--- config.mk ---
export PLATFORM = sky130hd
export DESIGN_NAME = trace_dispatch_flat
export DESIGN_NICKNAME = d
export VERILOG_FILES = /design/src/rtl/trace_dispatch_if.sv /design/src/rtl/trace_dispatch.sv /design/src/flat_wrapper.sv
export SDC_FILE = /design/constraint.sdc
export NUM_CORES = 1
export LEC_CHECK = 0
export ABC_AREA = 1
export CORE_UTILIZATION = 35
export CTS_CLUSTER_DIAMETER = 100
export CTS_CLUSTER_SIZE = 30
export DETAILED_ROUTE_END_ITERATION = 10
export PLACE_DENSITY = 0.61
export SYNTH_ARGS = -nofsm -noshare
export SYNTH_HDL_FRONTEND = slang
export SYNTH_SLANG_ARGS = --single-unit
--- constraint.sdc ---
create_clock -name clk -period 3.25 [get_ports clk]
set_input_delay 0.4875 -clock clk [delete_from_list [all_inputs] [get_ports clk]]
set_output_delay 0.4875 -clock clk [all_outputs]
set_load 0.005 [all_outputs]
--- src/rtl/trace_dispatch_if.sv ---
// Trace dispatcher bus bundle: trace input, both cache channels, clear and dump.
interface trace_dispatch_if #(
  parameter int ADDR_W      = 32,
  parameter int OFFSET_BITS = 6,
  parameter int INDEX_BITS  = 14,
  parameter int CNT_W       = 32
);
  localparam int TAG_BITS = ADDR_W - INDEX_BITS - OFFSET_BITS;

  logic                   in_valid;
  logic                   in_ready;
  logic [3:0]             in_cmd;
  logic [ADDR_W-1:0]      in_addr;

  logic                   d_req_valid;
  logic                   d_req_ready;
  logic [3:0]             d_req_cmd;
  logic [TAG_BITS-1:0]    d_req_tag;
  logic [INDEX_BITS-1:0]  d_req_index;
  logic [OFFSET_BITS-1:0] d_req_offset;
  logic                   d_rsp_valid;
  logic                   d_rsp_hit;

  logic                   i_req_valid;
  logic                   i_req_ready;
  logic [TAG_BITS-1:0]    i_req_tag;
  logic [INDEX_BITS-1:0]  i_req_index;
  logic [OFFSET_BITS-1:0] i_req_offset;
  logic                   i_rsp_valid;
  logic                   i_rsp_hit;

  logic                   cache_clr;
  logic                   dump_valid;
  logic                   dump_ready;
  logic [2:0]             dump_sel;
  logic [CNT_W-1:0]       dump_data;

  // dispatcher side
  modport master (
    input  in_valid, in_cmd, in_addr,
    output in_ready,
    output d_req_valid, d_req_cmd, d_req_tag, d_req_index, d_req_offset,
    input  d_req_ready, d_rsp_valid, d_rsp_hit,
    output i_req_valid, i_req_tag, i_req_index, i_req_offset,
    input  i_req_ready, i_rsp_valid, i_rsp_hit,
    output cache_clr, dump_valid, dump_sel, dump_data,
    input  dump_ready
  );

  // trace source / cache model side
  modport slave (
    output in_valid, in_cmd, in_addr,
    input  in_ready,
    input  d_req_valid, d_req_cmd, d_req_tag, d_req_index, d_req_offset,
    output d_req_ready, d_rsp_valid, d_rsp_hit,
    input  i_req_valid, i_req_tag, i_req_index, i_req_offset,
    output i_req_ready, i_rsp_valid, i_rsp_hit,
    input  cache_clr, dump_valid, dump_sel, dump_data,
    output dump_ready
  );
endinterface

--- src/rtl/trace_dispatch.sv ---
// Trace-command dispatcher: routes one decoded record at a time to the data or
// instruction cache, keeps saturating hit/miss statistics, and handles the
// clear and print commands locally.
module trace_dispatch #(
  parameter int ADDR_W      = 32,
  parameter int OFFSET_BITS = 6,
  parameter int INDEX_BITS  = 14,
  parameter int CNT_W       = 32
) (
  input  logic             clk,
  input  logic             rst_n,
  trace_dispatch_if.master bus
);
  localparam int TAG_BITS = ADDR_W - INDEX_BITS - OFFSET_BITS;
  localparam logic [CNT_W-1:0] CNT_MAX = '1;

  // counter slots, in dump order
  localparam int C_DRD = 0, C_DWR = 1, C_DHIT = 2, C_DMISS = 3;
  localparam int C_IRD = 4, C_IHIT = 5, C_IMISS = 6, C_ERR = 7;

  typedef enum logic [2:0] {IDLE, ISSUE, WAIT_RSP, CLEAR, DUMP} state_t;

  state_t            state;
  logic [3:0]        cmd_q;
  logic [ADDR_W-1:0] addr_q;
  logic [2:0]        sel_q;
  logic [CNT_W-1:0]  cnt [8];
  logic              in_ready_q, d_vld_q, i_vld_q, clr_q, dump_vld_q;

  logic is_i, req_fire, rsp_fire, rsp_hit;

  function automatic logic [CNT_W-1:0] sat_inc(input logic [CNT_W-1:0] v);
    return (v == CNT_MAX) ? v : v + 1'b1;
  endfunction

  // channel selection follows the latched command; only cmd 2 uses the I side
  always_comb begin
    is_i     = (cmd_q == 4'd2);
    req_fire = is_i ? (i_vld_q & bus.i_req_ready) : (d_vld_q & bus.d_req_ready);
    rsp_fire = is_i ? bus.i_rsp_valid : bus.d_rsp_valid;
    rsp_hit  = is_i ? bus.i_rsp_hit   : bus.d_rsp_hit;
  end

  // dispatcher FSM, registered handshake outputs and statistics counters
  always_ff @(posedge clk or negedge rst_n) begin
    if (!rst_n) begin
      state      <= IDLE;
      cmd_q      <= '0;
      addr_q     <= '0;
      sel_q      <= '0;
      in_ready_q <= 1'b1;
      d_vld_q    <= 1'b0;
      i_vld_q    <= 1'b0;
      clr_q      <= 1'b0;
      dump_vld_q <= 1'b0;
      for (int k = 0; k < 8; k++) cnt[k] <= '0;
    end else begin
      clr_q <= 1'b0;
      case (state)
        IDLE: if (bus.in_valid) begin
          cmd_q  <= bus.in_cmd;
          addr_q <= bus.in_addr;
          if (bus.in_cmd <= 4'd6) begin
            state      <= ISSUE;
            in_ready_q <= 1'b0;
            if (bus.in_cmd == 4'd2) i_vld_q <= 1'b1;
            else                    d_vld_q <= 1'b1;
          end else if (bus.in_cmd == 4'd8) begin
            state      <= CLEAR;
            in_ready_q <= 1'b0;
            clr_q      <= 1'b1;
          end else if (bus.in_cmd == 4'd9) begin
            state      <= DUMP;
            in_ready_q <= 1'b0;
            dump_vld_q <= 1'b1;
            sel_q      <= '0;
          end else begin
            // invalid command: consumed in place, only counted
            cnt[C_ERR] <= sat_inc(cnt[C_ERR]);
          end
        end
        ISSUE: if (req_fire) begin
          d_vld_q <= 1'b0;
          i_vld_q <= 1'b0;
          state   <= WAIT_RSP;
        end
        WAIT_RSP: if (rsp_fire) begin
          state      <= IDLE;
          in_ready_q <= 1'b1;
          case (cmd_q)
            4'd0: begin
              cnt[C_DRD] <= sat_inc(cnt[C_DRD]);
              if (rsp_hit) cnt[C_DHIT]  <= sat_inc(cnt[C_DHIT]);
              else         cnt[C_DMISS] <= sat_inc(cnt[C_DMISS]);
            end
            4'd1: begin
              cnt[C_DWR] <= sat_inc(cnt[C_DWR]);
              if (rsp_hit) cnt[C_DHIT]  <= sat_inc(cnt[C_DHIT]);
              else         cnt[C_DMISS] <= sat_inc(cnt[C_DMISS]);
            end
            4'd2: begin
              cnt[C_IRD] <= sat_inc(cnt[C_IRD]);
              if (rsp_hit) cnt[C_IHIT]  <= sat_inc(cnt[C_IHIT]);
              else         cnt[C_IMISS] <= sat_inc(cnt[C_IMISS]);
            end
            default: ; // snoops complete without touching statistics
          endcase
        end
        CLEAR: begin
          for (int k = 0; k < 8; k++) cnt[k] <= '0;
          state      <= IDLE;
          in_ready_q <= 1'b1;
        end
        DUMP: if (bus.dump_ready) begin
          if (sel_q == 3'd7) begin
            dump_vld_q <= 1'b0;
            sel_q      <= '0;
            state      <= IDLE;
            in_ready_q <= 1'b1;
          end else begin
            sel_q <= sel_q + 3'd1;
          end
        end
        default: state <= IDLE;
      endcase
    end
  end

  assign bus.in_ready     = in_ready_q;
  assign bus.d_req_valid  = d_vld_q;
  assign bus.d_req_cmd    = cmd_q;
  assign bus.d_req_tag    = addr_q[ADDR_W-1 -: TAG_BITS];
  assign bus.d_req_index  = addr_q[OFFSET_BITS +: INDEX_BITS];
  assign bus.d_req_offset = addr_q[OFFSET_BITS-1:0];
  assign bus.i_req_valid  = i_vld_q;
  assign bus.i_req_tag    = addr_q[ADDR_W-1 -: TAG_BITS];
  assign bus.i_req_index  = addr_q[OFFSET_BITS +: INDEX_BITS];
  assign bus.i_req_offset = addr_q[OFFSET_BITS-1:0];
  assign bus.cache_clr    = clr_q;
  assign bus.dump_valid   = dump_vld_q;
  assign bus.dump_sel     = sel_q;
  // counters are live during DUMP; nothing can update them in that state
  assign bus.dump_data    = dump_vld_q ? cnt[sel_q] : '0;

endmodule

--- src/flat_wrapper.sv ---
// flat-port wrapper written by rule: the top's interface ports become plain ports
module trace_dispatch_flat 
#(
  parameter int ADDR_W      = 32,
  parameter int OFFSET_BITS = 6,
  parameter int INDEX_BITS  = 14,
  parameter int CNT_W       = 32
)
  (clk, rst_n, bus_in_valid, bus_in_cmd, bus_in_addr, bus_in_ready, bus_d_req_valid, bus_d_req_cmd, bus_d_req_tag, bus_d_req_index, bus_d_req_offset, bus_d_req_ready, bus_d_rsp_valid, bus_d_rsp_hit, bus_i_req_valid, bus_i_req_tag, bus_i_req_index, bus_i_req_offset, bus_i_req_ready, bus_i_rsp_valid, bus_i_rsp_hit, bus_cache_clr, bus_dump_valid, bus_dump_sel, bus_dump_data, bus_dump_ready);
  trace_dispatch_if #(.ADDR_W(ADDR_W), .OFFSET_BITS(OFFSET_BITS), .INDEX_BITS(INDEX_BITS), .CNT_W(CNT_W)) bus_i ();
  input  logic clk;
  input  logic rst_n;
  input wire logic [$bits(bus_i.in_valid)-1:0] bus_in_valid;
  input wire logic [$bits(bus_i.in_cmd)-1:0] bus_in_cmd;
  input wire logic [$bits(bus_i.in_addr)-1:0] bus_in_addr;
  output wire logic [$bits(bus_i.in_ready)-1:0] bus_in_ready;
  output wire logic [$bits(bus_i.d_req_valid)-1:0] bus_d_req_valid;
  output wire logic [$bits(bus_i.d_req_cmd)-1:0] bus_d_req_cmd;
  output wire logic [$bits(bus_i.d_req_tag)-1:0] bus_d_req_tag;
  output wire logic [$bits(bus_i.d_req_index)-1:0] bus_d_req_index;
  output wire logic [$bits(bus_i.d_req_offset)-1:0] bus_d_req_offset;
  input wire logic [$bits(bus_i.d_req_ready)-1:0] bus_d_req_ready;
  input wire logic [$bits(bus_i.d_rsp_valid)-1:0] bus_d_rsp_valid;
  input wire logic [$bits(bus_i.d_rsp_hit)-1:0] bus_d_rsp_hit;
  output wire logic [$bits(bus_i.i_req_valid)-1:0] bus_i_req_valid;
  output wire logic [$bits(bus_i.i_req_tag)-1:0] bus_i_req_tag;
  output wire logic [$bits(bus_i.i_req_index)-1:0] bus_i_req_index;
  output wire logic [$bits(bus_i.i_req_offset)-1:0] bus_i_req_offset;
  input wire logic [$bits(bus_i.i_req_ready)-1:0] bus_i_req_ready;
  input wire logic [$bits(bus_i.i_rsp_valid)-1:0] bus_i_rsp_valid;
  input wire logic [$bits(bus_i.i_rsp_hit)-1:0] bus_i_rsp_hit;
  output wire logic [$bits(bus_i.cache_clr)-1:0] bus_cache_clr;
  output wire logic [$bits(bus_i.dump_valid)-1:0] bus_dump_valid;
  output wire logic [$bits(bus_i.dump_sel)-1:0] bus_dump_sel;
  output wire logic [$bits(bus_i.dump_data)-1:0] bus_dump_data;
  input wire logic [$bits(bus_i.dump_ready)-1:0] bus_dump_ready;
  assign bus_i.in_valid = bus_in_valid;
  assign bus_i.in_cmd = bus_in_cmd;
  assign bus_i.in_addr = bus_in_addr;
  assign bus_in_ready = bus_i.in_ready;
  assign bus_d_req_valid = bus_i.d_req_valid;
  assign bus_d_req_cmd = bus_i.d_req_cmd;
  assign bus_d_req_tag = bus_i.d_req_tag;
  assign bus_d_req_index = bus_i.d_req_index;
  assign bus_d_req_offset = bus_i.d_req_offset;
  assign bus_i.d_req_ready = bus_d_req_ready;
  assign bus_i.d_rsp_valid = bus_d_rsp_valid;
  assign bus_i.d_rsp_hit = bus_d_rsp_hit;
  assign bus_i_req_valid = bus_i.i_req_valid;
  assign bus_i_req_tag = bus_i.i_req_tag;
  assign bus_i_req_index = bus_i.i_req_index;
  assign bus_i_req_offset = bus_i.i_req_offset;
  assign bus_i.i_req_ready = bus_i_req_ready;
  assign bus_i.i_rsp_valid = bus_i_rsp_valid;
  assign bus_i.i_rsp_hit = bus_i_rsp_hit;
  assign bus_cache_clr = bus_i.cache_clr;
  assign bus_dump_valid = bus_i.dump_valid;
  assign bus_dump_sel = bus_i.dump_sel;
  assign bus_dump_data = bus_i.dump_data;
  assign bus_i.dump_ready = bus_dump_ready;
  trace_dispatch #(.ADDR_W(ADDR_W), .OFFSET_BITS(OFFSET_BITS), .INDEX_BITS(INDEX_BITS), .CNT_W(CNT_W)) u_core (.clk(clk), .rst_n(rst_n), .bus(bus_i));
endmodule
==> run_results.csv <==
group,metric,value,unit
worst_setup_path,cp_cell_sequence,"clkinv_8 -> buf_12 -> nor2_1 -> o211ai_1 -> nand2_1 -> a31oi_2 -> clkdlybuf4s50_1",
global_route,grt-ovfl-total,0,
yosys,netlist.top_cell.by_area,"dfrtp_1",
clock_network,cts_inserted_buffers,22,
routing,antenna_left,0,
die,ioPinCount,154,
cells_and_area,n_antenna_cell,0,
global_route,overall_fraction_of_global_route_tracks_in_use,24.65,%
sta,final.setup.worst_slack,-17.58,ps
routing,drt-total-wl,79.42,mm
yosys,synth_edf_count,0,
die,floorplan.initialDensity,35.46,%
yosys,syn-instance-count,3583,
global_route,via_count_of_the_first_global_routing_pass,20650,
sta,rsz_0062_raised_after_global_routing,"true",
die,core_area,61830,um2
routing,drt_drc_violations_left,0,
yosys,netlist_area,21920,um2
clock_network,ctsRootBufferMaster,"clkbuf_16",
sta,fin_skew,71.51,ps
sta,period_needed,3268,ps
global_route,grt_first_pass_wirelength,122.8,mm
worst_setup_path,setup.worst_path.start_class,"register",
cells_and_area,final_layout_size_suffix_gt1_share,4.640,%
yosys,ys_warn_count,0,
cells_and_area,final.fill_count,6578,
worst_setup_path,crit_arrival,2780,ps
yosys,synth_top_area_share,34.47,%
min_path,timing.hold.worst_path_depth,3,
power_and_ir_drop,ir_drop,0.4147,mV
sta,worst_pin_slew,923.4,ps
worst_setup_path,max_stage_delay,590,ps
yosys,post_synth_main_area_contributors,"dfrtp_1 34%, nand2_1 24%, nor2_1 8.7%",
min_path,worstHoldStart,"bus_in_addr[15]",
placed_design,placedInstanceArea,24090,um2
worst_setup_path,critical_path.reg2reg.endpoint,"u_core.cnt[67]",
placed_design,buffer_ports.inserted,153,
status,failed_checks,"negative setup slack",
yosys,yosys.cell_types.count,38,
sta,hold-worst-slack,377.1,ps
yosys,synthArstFlopShare,100.0,%
sta,final_max_slew_viol_count,0,
routing,wl_per_cell,17.65,um
sta,worst_slew_margin_rel,38.37,%
sta,post-route-period-util,100.5,%
status,result_of_the_run,"finished with violations",
global_route,grt_start_max_net_pins,88,
clock_network,h-tree-depth,1,
min_path,min-delay-path-class,"in -> reg",
worst_setup_path,critical_path_sink_type,"output port",
yosys,synth.top_cells.by_count,"1375 x nand2_1, 508 x nor2_1, 302 x dfrtp_1",
yosys,synth.ff_latch_count,303,
sta,fmax,0.3060,GHz
worst_setup_path,critPathRequiredTime,2760,ps
worst_setup_path,critPathSlowestCell,"dfrtp_4",
die,die_area,63640,um2
worst_setup_path,timing_worst_setup_path_type,"reg -> out",
worst_setup_path,critPathMaxFanout,54,
cells_and_area,final_cells,4501,
yosys,dominantRegCellSynth,"dfrtp_1",
clock_network,cts.sinks,303,
yosys,syn_avg_cell_area,6.118,um2
routing,drt_first_iter_violations,2254,
die,die_width,252.3,um
min_path,min_to,"u_core.addr_q[15]",
yosys,syn-num-nets,3639,
run,cap_viol_max_count,0,
yosys,seq_area_frac_synth,34.59,%
clock_network,clk_pin_slew,110,ps
cells_and_area,final_cell_area_excluding_filler_cells,25490,um2
worst_setup_path,crit-reg2reg-launch,"u_core.cnt[65]",
placed_design,dpl.hpwl,59.65,mm
worst_setup_path,r2r_slack,360,ps
die,die-height,252.3,um
clock_network,cts_tree,"yes",
routing,avgViaCountPerCell,5.169,
cells_and_area,area_delta_synth_final,16.27,%
routing,drt-pass1-iter-count,5,
placed_design,place_inst,4449,
cells_and_area,post-route-util,41.22,%
power_and_ir_drop,power_per_cell_area,508.4,nW/um2
sta,final_hold_violation_count,0,
cells_and_area,fin_nets,3704,
yosys,yosysMostFrequentCell,"nand2_1",
placed_design,place.gp.congestion,0.9644,
sta,report.final.setup_viol,2,
die,row_count,91,
global_route,grt_antenna_before_repair,2,
power_and_ir_drop,leakagePower,10.52,nW
clock_network,cts_max_path_buffers,3,
routing,num_vias,23260,
worst_setup_path,reg2regPathDepth,9,
clock_network,clk_latency,630,ps
[worst max-delay path, delay by kind of cell (launching register included)]
kind / cells / cell delay [ps]
flops: 1 / 590
compound gates: 2 / 450
simple gates: 2 / 230
buf+inv: 3 / 890
[kinds of logic (layout without fill, tap and decap cells)]
family / count (synthesis) / after routing / share of synthesized area (%)
buf+inv: 433 / 514 / 8.613
xor+xnor: 63 / 63 / 2.517
simple gates: 2240 / 2240 / 41.07
fa+ha+maj: 10 / 10 / 0.5708
compound gates: 534 / 534 / 12.64
flops: 303 / 303 / 34.59
[worst max-delay path by stage]
| stage | startpoint | end | slack (ps) | depth (start not counted) |
|---|---|---|---|---|
| after floorplan | u_core.bus.dump_sel[0] | bus_dump_data[2] | 1230 | 7 |
| after global routing | u_core.bus.dump_sel[1] | bus_dump_data[15] | -130 | 6 |
| after CTS | u_core.bus.dump_sel[0] | bus_dump_data[10] | -40 | 7 |
| after detailed placement | bus_d_rsp_valid | u_core.cnt[238] | 450 | 8 |
| final | u_core.bus.dump_sel[0] | bus_dump_data[15] | -20 | 7 |
| after global placement | bus_d_rsp_valid | u_core.cnt[232] | 460 | 8 |
[cell type report]
cell class | count | area [um2] | area share [%]
clock inverter | 18 | 330.3 | 1.296
multi-input combinational | 2847 | 12760 | 50.05
timing repair buffer | 207 | 2190 | 8.591
sequential | 303 | 7589 | 29.77
tap | 837 | 1047 | 4.109
clock buffer | 22 | 550.5 | 2.160
inverter | 267 | 1023 | 4.016
[where the power goes]
part | total (mW) | internal [mW] | switching, mW
logic | 4.92 | 2.11 | 2.81
registers | 4.57 | 4.13 | 0.443
clock network | 3.46 | 1.59 | 1.87
total | 13.0 | 7.84 | 5.12
[placed cells by master (no fill, tap or decap), types with 6 or more instances in the layout]
cell type / synthesis / final
nand2_1: 1375 / 1375
nor2_1: 508 / 507
dfrtp_1: 302 / 300
o21ai_0: 279 / 269
nand3_1: 269 / 269
inv_1: 262 / 259
clkdlybuf4s50_1: 0 / 135
a21oi_1: 133 / 133
o21ai_1: 75 / 84
buf_4: 54 / 37
xor2_1: 36 / 36
xnor2_1: 27 / 27
clkbuf_16: 0 / 23
nor2_2: 21 / 21
nand4_1: 19 / 19
a31oi_4: 0 / 16
nand3b_1: 15 / 15
dlymetal6s2s_1: 0 / 15
ha_1: 10 / 10
buf_12: 0 / 10
a31oi_2: 0 / 9
nor3_1: 9 / 9
o211ai_1: 8 / 8
or2_2: 8 / 8
inv_16: 0 / 6
[routing by layer]
layer	track usage, %	wire length (um)	up-vias
met1	35.44	35910	10720
li1	-	-	11500
met2	37.58	34340	907
met3	3.831	6426	137
met5	0	22	-
met4	8.017	2723	4
[registers in the layout, summed over array words and instances, names as in the netlist]
signal,count
u_core.bus.dump_sel,3
u_core.bus.dump_valid,1
u_core.addr_q,32
u_core.bus.d_req_valid,1
u_core.bus.cache_clr,1
u_core.bus.d_req_cmd,4
u_core.bus.i_req_valid,1
u_core.cnt,256
u_core.bus.in_ready,1
u_core.state,3
[per-stage QoR]
stage	TNS, ps	total power, mW	setup WS [ps]
2_1_floorplan	0	6.950	1227
3_3_place_gp	0	8.937	461.2
3_5_place_dp	0	8.957	447.5
4_1_cts	-102.6	12.77	-36.88
5_1_grt	-723.8	13.59	-132.5
6_report	-30.39	12.96	-17.58
[timing repair]
action | 4_1_cts | 5_1_grt
pin swaps | 1 | 3
setup endpoints to repair | 29 | 30
gates resized for setup | 41 | 38
buffers inserted | 0 | 8
endpoints found under the hold margin | 67 | 0
hold buffers | 1 | 0
cloned | 2 | 1
No activity file was read; power rests on OpenSTA's default activity.
